**config.mk**
```make
export PLATFORM = sky130hd
export DESIGN_NAME = dram_line_ctrl
export DESIGN_NICKNAME = d
export VERILOG_FILES = /design/src/rtl/dram_line_ctrl.sv
export SDC_FILE = /design/constraint.sdc
export NUM_CORES = 1
export LEC_CHECK = 0
export ABC_AREA = 1
export CAP_MARGIN = 20
export CORE_AREA = 5 5 272 274
export CTS_BUF_LIST = sky130_fd_sc_hd__clkbuf_8
export DETAILED_ROUTE_END_ITERATION = 12
export DIE_AREA = 0 0 277 279
export DONT_BUFFER_PORTS = 1
export SLEW_MARGIN = 20
export SYNTH_ARGS = -nofsm -noshare
export SYNTH_HDL_FRONTEND = slang
export SYNTH_SLANG_ARGS = --single-unit
```
**constraint.sdc**
```tcl
create_clock -name clk -period 29.4 [get_ports clk]
set_input_delay 7.35 -clock clk [delete_from_list [all_inputs] [get_ports clk]]
set_output_delay 7.35 -clock clk [all_outputs]
set_load 0.005 [all_outputs]
```
**src/rtl/dram_line_ctrl.sv**
```systemverilog
// dram_line_ctrl: cache-line refill/write-back engine issuing LINE_WORDS single-word DRAM beats.
// Define DRAM_LINE_CRIT_WORD_EN for critical-word-first beat order (wrapping within the line).
module dram_line_ctrl #(
  parameter int DATA_WDT   = 64,
  parameter int LINE_WORDS = 4,
  parameter int OFS_W      = $clog2(LINE_WORDS)
) (
  input  logic                           clk,
  input  logic                           rst,
  input  logic                           req_valid,
  output logic                           req_ready,
  input  logic                           req_wr,
  input  logic [31:0]                    req_addr,
  input  logic [DATA_WDT*LINE_WORDS-1:0] wr_line,
  output logic [DATA_WDT*LINE_WORDS-1:0] rd_line,
  output logic                           done,
  output logic                           mem_en,
  output logic                           rd_wr,
  output logic [31:0]                    addr,
  output logic [DATA_WDT-1:0]            data_in,
  input  logic [DATA_WDT-1:0]            data_out,
  input  logic                           mem_valid
);
`ifdef DRAM_LINE_CRIT_WORD_EN
  localparam logic CRIT = 1'b1;
`else
  localparam logic CRIT = 1'b0;
`endif
  localparam logic [OFS_W:0] NW = (OFS_W+1)'(LINE_WORDS);
  typedef enum logic [1:0] {IDLE, ISSUE, WAIT, RESP} state_t;
  state_t state;
  logic wr_q;
  logic [31-OFS_W:0] base_hi;
  logic [OFS_W-1:0] start, req_ofs, beat_ofs, resp_ofs;
  logic [OFS_W:0] issue_cnt, resp_cnt;
  logic [DATA_WDT*LINE_WORDS-1:0] line_q;
  assign req_ready = state == IDLE;
  assign req_ofs   = CRIT ? req_addr[OFS_W-1:0] : '0;
  // offsets wrap naturally in OFS_W bits, so beats never leave the line
  assign beat_ofs  = start + issue_cnt[OFS_W-1:0];
  assign resp_ofs  = start + resp_cnt[OFS_W-1:0];
  always_ff @(posedge clk or posedge rst)
    if (rst) begin
      state     <= IDLE;
      wr_q      <= 1'b0;
      base_hi   <= '0;
      start     <= '0;
      issue_cnt <= '0;
      resp_cnt  <= '0;
      line_q    <= '0;
      rd_line   <= '0;
      done      <= 1'b0;
      mem_en    <= 1'b0;
      rd_wr     <= 1'b0;
      addr      <= '0;
      data_in   <= '0;
    end else begin
      done <= 1'b0;
      case (state)
        IDLE: if (req_valid) begin
          state     <= ISSUE;
          wr_q      <= req_wr;
          base_hi   <= req_addr[31:OFS_W];
          start     <= req_ofs;
          line_q    <= wr_line;
          issue_cnt <= (OFS_W+1)'(1);
          resp_cnt  <= '0;
          mem_en    <= 1'b1;
          rd_wr     <= req_wr;
          addr      <= {req_addr[31:OFS_W], req_ofs};
          data_in   <= req_wr ? wr_line[req_ofs*DATA_WDT +: DATA_WDT] : '0;
        end
        ISSUE, WAIT: begin
          if (state == ISSUE) begin
            if (issue_cnt == NW) begin
              state  <= WAIT;
              mem_en <= 1'b0;
            end else begin
              addr      <= {base_hi, beat_ofs};
              data_in   <= wr_q ? line_q[beat_ofs*DATA_WDT +: DATA_WDT] : '0;
              issue_cnt <= issue_cnt + 1'b1;
            end
          end
          // responses return in issue order, so resp_cnt names the beat being answered
          if (mem_valid) begin
            if (!wr_q) rd_line[resp_ofs*DATA_WDT +: DATA_WDT] <= data_out;
            resp_cnt <= resp_cnt + 1'b1;
            if (resp_cnt == NW - 1'b1) begin
              state  <= RESP;
              done   <= 1'b1;
              mem_en <= 1'b0;
            end
          end
        end
        default: state <= IDLE;
      endcase
    end
endmodule
```
---- Word-level counts from Yosys, hierarchy flattened ----
Cells that the tools add are included.
word-level totals
  output and inout bits ................... 356
  flip-flop bits (word level) ............. 649
  input bits .............................. 357
  word-level logic and storage cells ...... 67
cells by class
  reductions and logical operators ........ 8
  bitwise logic cells ..................... 1
  mux-type cells .......................... 33
  shift-type cells ........................ 3
  equal/unequal tests ..................... 8
  add/subtract/negate cells ............... 3
operator list
  operator                   count
  $mux 64                    5
  $bwmux 256                 1
  $shift 64x34->256 const A  1
  $shiftx 256x9->64          1
  $shiftx 64x34->256         1
  $pmux 64 s2                1
  $mux 32                    3
  $pmux 32 s2                1
  $neg 8->34                 1
  $mux 3                     5
  $pmux 3 s2                 2
  $mux 2                     5
  $mux 1                     8
  $ne 2x2->1 const B         4
  $add 3x1->3 const B        2
  $reduce_and 3->1           2
  $pmux 2 s2                 1
  $reduce_and 2->1           2
  $reduce_and 4->1           1
  $eq 3x2->1 const B         1
  $eq 3x3->1 const B         1
  $eq 2x1->1 const B         1
  $eq 2x2->1 const B         1
  $logic_not 2->1            1
  other kinds (4)            4

---- Longest topological paths before layout ----
Gate-level depths: netlist of the first run.
  word-level depth ........................ 6
  depth in mapped cells ................... 12
  mapped depth without buffers ............ 8

---- Worst setup path after synthesis of the first run ----
OpenSTA, ideal clock, no wires.
  path kind ............................... in2reg
  from .................................... in req_valid
  to ...................................... reg data_in[0]
  path buffers ............................ 2
  arrival ................................. 8.161 ns
  required time ........................... 29.276 ns
  cell stages on the path ................. 7
  slack ................................... 21.115 ns
  cell sequence ........................... inv_1 -> nand2_1 -> nand2_2 -> buf_2 -> buf_2 -> nor3_1 -> a21oi_1
between the ends
  cells in the longest elaborated chain, start to end .. 2
ends and longest elaborated chain
  what                        RTL line  source
  from (decl)                 10        input logic req_valid,
  $ne 2x2->1 (no line)        --
  $reduce_and 4->1 (no line)  --
  to (signal assigned)        71        data_in <= req_wr ? wr_line[req_ofs*DATA_WDT +: DATA_WDT] : '0;
  to (signal assigned)        80        data_in <= wr_q ? line_q[beat_ofs*DATA_WDT +: DATA_WDT] : '0;
  to (decl)                   20        output logic [DATA_WDT-1:0] data_in,
Every way passes these cells.
A chain may end at the register's enable or synchronous reset.

==> impl_results.md, run 1 <==
- Run status: complete, no violations
- Critical path's largest stage delay: approximately 0.8 ns
- Post-Syn Area: slightly below 30,000 µm²
- Count of final hold-check violations: 0
- Combinational power share: 0.380
- Max Clock Freq: 102 MHz
- Clk slew on worst S/H paths: 0.06 ns
- RePlAce Congestion: slightly below 0.9
- Via count: about 25,000
- Post-CTS Resized: 0
- Total negative setup slack: 0 ns
- Part of the power in the clock network: 0.221
- Die area: around 77,000 µm²
- Hold Path Class: register to register
- Top-count cell post-synth: nand2_1
- CP delay by family, top: buffers and inverters
- Wirelength per Cell: around 22 µm
- Post-synth top cells: nand2_1, dfrtp_1, nor2_1
- Worst-Margin Slew: ~1.1 ns
- Clock Skews: 0.0423 ns
- Syn Area/Cell: ~8.2 µm²
- Die height: roughly 280 µm
- Hold path depth: 2
- Leakage: 0.0168 µW
- Net Sw Power: 1610 µW
- Dominant cells by area after synthesis: dfrtp_1, nand2_1, a21oi_1, nor2_1, nand3_1
- Syn Inst Count: roughly 3,600
- CTS root buf: clkbuf_8
- Via density per instance: roughly 5.4
- Final wirelength: 101,000 µm
- Rows: 98
- Synth area leader: dfrtp_1
- Overflow after GRT: 0
- Post-synthesis sequential area ratio: 0.550
- Max-slew violations: 0
- DRT iter0 DRCs: roughly 2,200
- Tot GR Track Use: 0.249
- DIE WIDTH: about 280 µm
- Sequential power share: 0.399
- CP dominant cell by count: buf_4
- Reg2Reg Depth: 9
- FF+latch count, synth: 649
- Worst R2R Setup Slack: roughly 26 ns
- Hold Crit Start: base_hi[3]$_DFFE_PP0P_
- Predominant post-synthesis flop cell: dfrtp_1
- Synth-to-Final Area Change: 8.00%
- FF-to-FF Start: issue_cnt[0]$_DFFE_PP0P_
- Final period util: 0.333
- # setup viols final: 0
- RSZ-0062 raised after global routing: false
- Pin count of the biggest net entering global routing: roughly 220
- Ports: 713
- Total internal power: 2070 µW
- EDFF count, synth: 0
- Req. time, crit path: 30.01 ns
- Total CTS buffers: 110
- Crit-path slowest cell: buf_4
- Unique masters post-synth: 28
- Critical R2R Capture: issue_cnt[0]$_DFFE_PP0P_
- Worst Path Arrival: between 10 and 15 ns
- PortBufs: 0
- Ratio of total power to cell area: ~120 nW/µm²
- Post-synth ARST share: 1.00
- Cells along the critical path: inv_8 -> buf_12 -> buf_4 -> buf_4
- Crit-path max FO: 163
- CTS tree: yes
- First-pass GRT wire length: around 150,000 µm
- Yosys warning count: 0
- Final Critical Period: between 9 and 10 ns
- Syn Nets: between 3,000 and 4,000
- Antenna viol nets, final: 0
- DRC violations left: 0
- Hold_buf cts: 0
- Worst-Skew Late Latency: between 0.7 and 0.8 ns
- Startpoint Class: primary input
- Core area: between 70,000 and 80,000 µm²
- CP Class: primary input to async pin
- Element type at the critical path end: async pin
- Vias in the first global route: about 24,000
- HPWL after DPL: between 60,000 and 70,000 µm
- CP Buf/Inv Count: 4
- Filler cell count: approximately 7,000
- Slew HR: 0.272
- Max VDD drop: 0.0757 mV
- Final net count: 3,856
- Setup repair bufs after CTS: 0
- Initial Util: 0.416
- Initial antenna violation count: 12
- Yosys top cell area share: 0.550
- Hold slack: between 0.4 and 0.5 ns
- Layout cells sized above 1: 0.0608
- WHS Endpoint: base_hi[3]$_DFFE_PP0P_
- Clk sink count: 649
- Sw Ratio: 0.438
- Max Cap Viol: 0
- Htree depth: 3
- Longest Clk Path Bufs: 3
- Drt first pass iters: 6
## cell families (layout without fill, tap and decap cells)
group | after synthesis | in the layout | synth area share
compound gates | 683 | 683 | 0.116
flops | 649 | 649 | 0.550
fa+ha+maj | 12 | 12 | 0.00508
buf+inv | 602 | 551 | 0.0895
simple gates | 1675 | 1675 | 0.240
other cells | 0 | 11 | 0
## metrics by stage
step	total power (µW)	util	cell area, µm²	std cells	worst slack, ns
5_1_grt	3970	0.449	31900	4531	18.95
2_1_floorplan	2490	-	29600	3621	3.87
3_5_place_dp	2890	0.417	29700	4325	18.59
4_1_cts	3710	0.448	31900	4520	19.40
6_report	3690	0.449	31900	4531	19.61
3_3_place_gp	2860	0.417	29700	4325	18.58
## sequential cells by signal, summed over array words and instances, names as in the netlist, 2 cells and up
signal     count
state          2
rd_line      256
issue_cnt      3
line_q       256
base_hi       30
addr          32
resp_cnt       3
data_in       64
## tightest hold or removal path, delay by kind of cell, from the launching register on
family | cells | cell delay [ns]
flip-flops | 1 | 0.34
AO/OA/AOI/OAI | 1 | 0.06
AND/OR/NAND/NOR | 1 | 0.05
## cells in the final DEF (no fill, tap or decap), types with 2 or more instances in the layout
cell      count
a21oi_1     355
buf_12        3
buf_4        30
clkbuf_8    143
clkinv_2      7
dfrtp_1     647
diode_2      11
ha_1         10
inv_1       352
inv_12        2
inv_2         8
inv_4         2
inv_8         3
nand2_1     790
nand2_4       3
nand3_1     286
nand4_1     105
nor2_1      416
nor2_4        3
nor2_8        4
nor3_1       64
o21ai_0     132
o21ai_1     194
## worst max-delay path by stage
| stage | end | from | cells after the start | slack [ns] |
|---|---|---|---|---|
| after floorplan | addr[0]$_DFFE_PP0P_ | rst | 1 | 3.87 |
| after global placement | issue_cnt[0]$_DFFE_PP0P_ | rst | 4 | 18.58 |
| after detailed placement | issue_cnt[0]$_DFFE_PP0P_ | rst | 4 | 18.59 |
| after CTS | issue_cnt[0]$_DFFE_PP0P_ | rst | 4 | 19.40 |
| after global routing | issue_cnt[0]$_DFFE_PP0P_ | rst | 4 | 18.95 |
| final | issue_cnt[0]$_DFFE_PP0P_ | rst | 4 | 19.61 |
## metal layers
layer | track usage | vias up | share of wire
li1 | - | 11420 | -
met1 | 0.316 | 11837 | 0.39
met2 | 0.394 | 1071 | 0.46
met3 | 0.0888 | 220 | 0.10
met4 | 0.0979 | 2 | 0.042
met5 | 0 | - | 0.00013
## power groups by stage
| stage | sequential [µW] | combinational, µW | clock, µW |
|---|---|---|---|
| after floorplan | 1380 | 1110 | 0 |
| after global placement | 1480 | 1380 | 0 |
| after detailed placement | 1490 | 1400 | 0 |
| after CTS | 1470 | 1400 | 834 |
| after global routing | 1500 | 1590 | 878 |
| final | 1470 | 1400 | 815 |
## area by class of cell
class | count | area (µm²) | area share
multi-input combinational | 2370 | 10700 | 0.336
antenna | 11 | 27.5 | 0.000862
clock buffer | 143 | 1970 | 0.0617
sequential | 649 | 16200 | 0.509
inverter | 323 | 1220 | 0.0384
timing repair buffer | 33 | 285 | 0.00894
tap | 950 | 1190 | 0.0372
clock inverter | 52 | 256 | 0.00804
Note: power is estimated with default switching activity, not from simulation.
==> run 2, diff against run 1 <==
clock period = 8.9 ns   (was 29.4 ns; I/O delays follow)
==> run 2 against run 1 <==
  * Combinational power grew to 3.3 times the previous value
  * First-iteration DRC count shrank 6.3%
  * Core utilization is essentially flat
  * Sequential power grew to 3.3 times the previous value
  * Largest power group unchanged
==> impl_results.md, run 2 (synthesized netlist as in run 1, its figures left out) <==
- Part of the power in the clock network: 0.218
- Total CTS buffers: ~110
- Clk slew on worst S/H paths: around 0.060 ns
- DIE WIDTH: approximately 280 µm
- Synth-to-Final Area Change: 8.05%
- Count of final hold-check violations: 0
- Max Clock Freq: about 250 MHz
- Max VDD drop: about 0.28 mV
- Critical R2R Capture: rd_line[135]$_DFFE_PP0P_
- Total internal power: roughly 7000 µW
- # setup viols final: 0
- Seq. cell area: between 15,000 and 20,000 µm²
- Final period util: 0.455
- RSZ-0062 raised after global routing: false
- PortBufs: 0
- Combinational power share: 0.381
- Crit-path max FO: approximately 120
- Worst-Skew Late Latency: approximately 0.73 ns
- Core area: 71,100 µm²
- CP Class: primary input to register
- Pin count of the biggest net entering global routing: 190
- Leakage: between 0.015 and 0.02 µW
- WHS Endpoint: base_hi[11]$_DFFE_PP0P_
- Sequential power share: 0.400
- Top flop regs: line_q x256, rd_line x256, data_in x64
- Initial antenna violation count: 14
- Net Sw Power: 5340 µW
- Post-CTS Resized: 0
- DRT iter0 DRCs: 2,106
- Final net count: about 3,900
- FF-to-FF Start: resp_cnt[0]$_DFFE_PP0P_
- Clk sink count: around 650
- Drt first pass iters: 6
- Filler cell count: approximately 7,000
- Htree depth: 3
- Via count: 24,723
- Hold Crit Start: base_hi[11]$_DFFE_PP0P_
- Area occupied by multi-input gates: approximately 11,000 µm²
- Slew HR: 0.232
- Final wirelength: ~100,000 µm
- Reg2Reg Depth: 8
- Vias in the first global route: between 20,000 and 25,000
- Ratio of total power to cell area: ~380 nW/µm²
- Design Power: about 12,000 µW
- Most frequent cells in the layout: nand2_1, dfrtp_1, nor2_1
- Final Critical Period: 4.05 ns
- Worst Path Arrival: 4.67 ns
- First-pass GRT wire length: approximately 150,000 µm
- HPWL after DPL: 63,500 µm
- Sw Ratio: 0.440
- Initial Util: 0.416
- Run status: complete, no violations
- Startpoint Class: primary input
- Worst R2R Setup Slack: 4.96 ns
- Hold Path Class: register to register
- CTS root buf: clkbuf_8
- Element type at the critical path end: register
- Worst-Margin Slew: roughly 1.2 ns
- Antenna viol nets, final: 0
- Req. time, crit path: between 9 and 10 ns
- Rows: 98
- Clock Skews: slightly above 0.05 ns
- Max-slew violations: 0
- DRC violations left: 0
- Overflow after GRT: 0
- Hold_buf cts: 0
- CTS tree: yes
- Max Cap Viol: 0
- Via density per instance: approximately 5.5
- Setup repair bufs after CTS: 0
- Tot GR Track Use: 0.249
- Layout cells sized above 1: 0.0588
- Die height: approximately 280 µm
- Ports: 713
- Die area: ~77,000 µm²
- Hold path depth: 2
- Longest Clk Path Bufs: 3
- Commonest non-fill, non-tap cell in the layout: nand2_1
- RePlAce Congestion: approximately 0.85
- Final core occ: 0.449
- Wirelength per Cell: 22.1 µm
[run 2: cell types whose count changed in the layout (fill, tap and decap cells not counted), sizes merged]
cell      before  now
diode         11   14
clkinvlp       0    5
clkbuf       143  135
bufinv         0    1
inv          367  373
clkinv         8    6
[run 2: routing by layer]
layer,part of all wire,vias up,global-route usage
li1,-,11437,-
met1,0.40,11932,0.323
met5,0,-,0
met3,0.095,225,0.0793
met2,0.47,1129,0.390
met4,0.041,0,0.101
[run 2: per-stage QoR]
| stage | hold WS (ns) | setup slack (ns) | std cells | TNS (ns) | cell area (µm²) |
|---|---|---|---|---|---|
| 6_report | 0.479 | 4.85 | 4536 | 0 | 31900 |
| 4_1_cts | 0.483 | 4.83 | 4522 | 0 | 31900 |
| 3_5_place_dp | 0.469 | 4.04 | 4325 | 0 | 29700 |
| 5_1_grt | 0.497 | 4.70 | 4536 | 0 | 31900 |
| 2_1_floorplan | 0.448 | -2.19 | 3621 | -1423.66 | 29600 |
| 3_3_place_gp | 0.462 | 4.10 | 4325 | 0 | 29700 |
[run 2: cell type report]
| type | count | area share |
|---|---|---|
| Timing Repair Buffer | 33 | 0.0101 |
| Sequential cell | 649 | 0.509 |
| Clock buffer | 135 | 0.0582 |
| Inverter | 323 | 0.0382 |
| Antenna cell | 14 | 0.00110 |
| Clock inverter | 62 | 0.0107 |
| Multi-Input combinational cell | 2370 | 0.336 |
| Tap cell | 950 | 0.0372 |
[run 2: worst max path at each step]
stage,from,endpoint,slack (ns),depth (start not counted)
after floorplan,rst,addr[0]$_DFFE_PP0P_,-2.19,1
after global placement,mem_valid,rd_line[84]$_DFFE_PP0P_,4.10,7
after detailed placement,mem_valid,rd_line[124]$_DFFE_PP0P_,4.04,7
after CTS,mem_valid,rd_line[124]$_DFFE_PP0P_,4.83,7
after global routing,mem_valid,rd_line[98]$_DFFE_PP0P_,4.70,7
final,mem_valid,rd_line[106]$_DFFE_PP0P_,4.85,7
[run 2: critical path: stages]
cell and delay [ns]:
nand2_4 0.04, inv_4 0.08, nand2_8 0.39, buf_4 0.63
nor2_8 0.88, nand4_1 0.19, nand2_1 0.11
[run 2: power groups by stage]
stage	clock [µW]	sequential [µW]	combinational, µW
final	2650	4860	4630
after floorplan	0	4560	3670
after global routing	2850	4970	5250
after detailed placement	0	4920	4640
after global placement	0	4900	4550
after CTS	2700	4880	4660
==> run 3, diff against run 2 <==
ABC_AREA = 0   (was 1)
CORE_AREA = 5 5 277 279   (was 5 5 272 274)
DIE_AREA = 0 0 282 284   (was 0 0 277 279)
clock period = 4 ns   (was 8.9 ns; I/O delays follow)
==> run 3 against run 2 <==
  * Power is 100% higher
  * First-iteration DRC count is 46% lower
  * Clock-buffer cell count is 13 higher
  * Cell area is 4.4% lower
  * Non-clock buffer count is 6 higher
  * Synthesized cell count is 36% lower
  * Clock skew hardly changed
  * Critical path depth is 1 lower
  * Largest cell class unchanged
==> impl_results.md, run 3 <==
- Run status: complete, no violations
- Syn Nets: roughly 2,700
- Wirelength per Cell: 24.4 µm
- Pin count of the biggest net entering global routing: around 130
- Top-count cell post-synth: dfrtp_1
- Yosys warning count: 0
- Commonest non-fill, non-tap cell in the layout: dfrtp_1
- CP Buf/Inv Count: 2
- Syn Area/Cell: roughly 12 µm²
- CTS root buf: clkbuf_8
- Vias in the first global route: 18,914
- Critical R2R Capture: rd_line[186]$_DFFE_PP0P_
- Slew HR: 0.223
- Post-synth top cells: dfrtp_1, nand2_1, mux2_2
- Synth-to-Final Area Change: 12.4%
- RePlAce Congestion: roughly 0.87
- HPWL after DPL: 56,000 µm
- Max Clock Freq: roughly 360 MHz
- RSZ-0062 raised after global routing: false
- FF-to-FF Start: state[0]$_DFFE_PP0P_
- Dominant cells by area after synthesis: dfrtp_1, mux2_2, mux2i_1, nand2_1, o21ai_0
- Via density per instance: approximately 5.4
- Htree depth: 3
- Most frequent cells in the layout: dfrtp_1, nand2_1, mux2_2
- Post-synth ARST share: 1.00
- Final Critical Period: ~2.8 ns
- FF+latch count, synth: about 650
- Antenna viol nets, final: 0
- Yosys top cell area share: 0.598
- Pre-CTS setup slack: approximately 1.2 ns
- Max Cap Viol: 0
- Hold_buf cts: 0
- Initial Util: 0.367
- Unique masters post-synth: 33
- Initial antenna violation count: 18
- DRC violations left: 0
- Count of final hold-check violations: 0
- Via count: ~18,000
- Cells along the critical path: inv_1 -> ha_2 -> and3b_1 -> nand2_4 -> buf_4 -> o21ai_0
- Worst Path Arrival: roughly 3.4 ns
- Critical path's largest stage delay: 0.61 ns
- Predominant post-synthesis flop cell: dfrtp_1
- Drt first pass iters: 5
- Adder-Cell Fraction of Synth Area: 0.00553
- CP delay by family, top: simple AND/OR/NAND/NOR gates
- # setup viols final: 0
- Setup repair bufs after CTS: 0
- Max VDD drop: 0.417 mV
- Post-Syn Area: roughly 27,000 µm²
- Post-synthesis sequential area ratio: 0.598
- Final period util: 0.702
- Final core occ: 0.413
- DIE WIDTH: between 200 and 300 µm
- Die height: between 200 and 300 µm
- Layout cells sized above 1: 0.215
- CP Class: register to register
- Critical path depth in cells: 6
- Crit-path max FO: 65
- Tot GR Track Use: 0.196
- Final net count: between 2,000 and 3,000
- Ports: between 700 and 800
- Startpoint Class: register
- Syn Inst Count: about 2,300
- Worst-Skew Late Latency: around 0.72 ns
- Longest Clk Path Bufs: 3
- Clock Skews: 0.0518 ns
- Worst R2R Setup Slack: 1.19 ns
- Multiplexer area fraction after synthesis: 0.178
- PortBufs: 0
- First-pass GRT wire length: 122,000 µm
- Crit-path slowest cell: buf_4
- Reg2Reg Depth: 6
- Total CTS buffers: 109
- Simple-Gate Fraction of Synth Area: 0.0731
- Crit path launch: state[0]$_DFFE_PP0P_
- EDFF count, synth: 0
- Compound-Gate Fraction of Synth Area: 0.113
- Ratio of total power to cell area: between 800 and 900 nW/µm²
- Clk slew on worst S/H paths: 0.06 ns
- Core area: 73,900 µm²
- Total negative setup slack: 0 ns
- Clk sink count: 649
- Rows: 100
- Leakage: around 0.013 µW
- Overflow after GRT: 0
- Final wirelength: between 80,000 and 90,000 µm
- Critical Path Sink: rd_line[186]$_DFFE_PP0P_
- Largest family of logic cells by synthesized area: multiplexers
- Hold Path Class: primary input to async pin
- Worst setup margin: approximately 1.2 ns
- Post-CTS Resized: 0
- Top flop regs: line_q x256, rd_line x256, data_in x64
- Worst-Margin Slew: roughly 1.2 ns
- Final Cell Area: ~30,000 µm²
- Max-slew violations: 0
- DRT iter0 DRCs: ~1,100
- Placed cell area: about 28,000 µm²
- Die area: approximately 80,000 µm²
- CTS tree: yes
- Design Power: 24,700 µW
- Req. time, crit path: 4.54 ns
- Element type at the critical path end: register
- Synth Area in XOR/XNOR: 0
- Synth area leader: dfrtp_1
## run 3: through the flow
stage / cells / hold WS [ns]
after floorplan: 2301 / 0.473
after global placement: 3132 / 0.486
after detailed placement: 3132 / 0.491
after CTS: 3329 / 0.235
after global routing: 3336 / 0.269
final: 3342 / 0.298
## run 3: worst min path at each step
stage / to / slack [ns] / depth (start not counted)
CTS: line_q[120]$_DFFE_PP0P_ / 0.23 / 1
global placement: line_q[86]$_DFFE_PP0P_ / 0.49 / 1
floorplan: resp_cnt[2]$_DFFE_PP0P_ / 0.47 / 1
detailed placement: line_q[46]$_DFFE_PP0P_ / 0.49 / 1
global route: line_q[248]$_DFFE_PP0P_ / 0.27 / 1
finish: line_q[120]$_DFFE_PP0P_ / 0.30 / 1
## run 3: power by group
group          leakage [µW]  switching [µW]  internal [µW]
sequential          0.00818            1980           9190
clock               0.00134            2780           3450
combinational       0.00357            3630           3660
## run 3: layer usage
layer  GRT usage  vias to the layer above  share of wire  wire length (µm)
met5           0                        -        0.00068                55
met2       0.329                      760           0.49             39700
met1       0.220                     9090           0.36             29600
met3      0.0864                      173           0.11              9150
met4      0.0715                        8          0.036              2950
li1            -                     8028              -                 -
## run 3: area by class of cell
type                            instances  area, µm²
Tap cell                              969       1210
Clock inverter                         49        332
Inverter                               10       41.3
Fill cell                            6907      43400
Clock buffer                          148       2040
Timing Repair Buffer                   39        497
Sequential cell                       649      16200
Antenna cell                           13       32.5
Multi-Input combinational cell       1465      10100
## run 3: cell families (layout without fill, tap and decap cells)
group | count (synthesis) | after routing
buffers and inverters | 187 | 246
other | 0 | 13
AO/OA/AOI/OAI | 498 | 498
AND/OR/NAND/NOR | 509 | 509
adder cells (fa/ha/maj) | 12 | 12
flip-flops | 649 | 649
multiplexers | 446 | 446
## run 3: worst register-to-register path, delay by kind of cell, from the launching register on
family | cells | cell delay, ns
DFF | 1 | 0.41
and+or+nand+nor | 2 | 0.85
AOI/OAI and AO/OA | 1 | 0.24
adders and majority gates | 1 | 0.45
buffers and inverters | 2 | 0.71
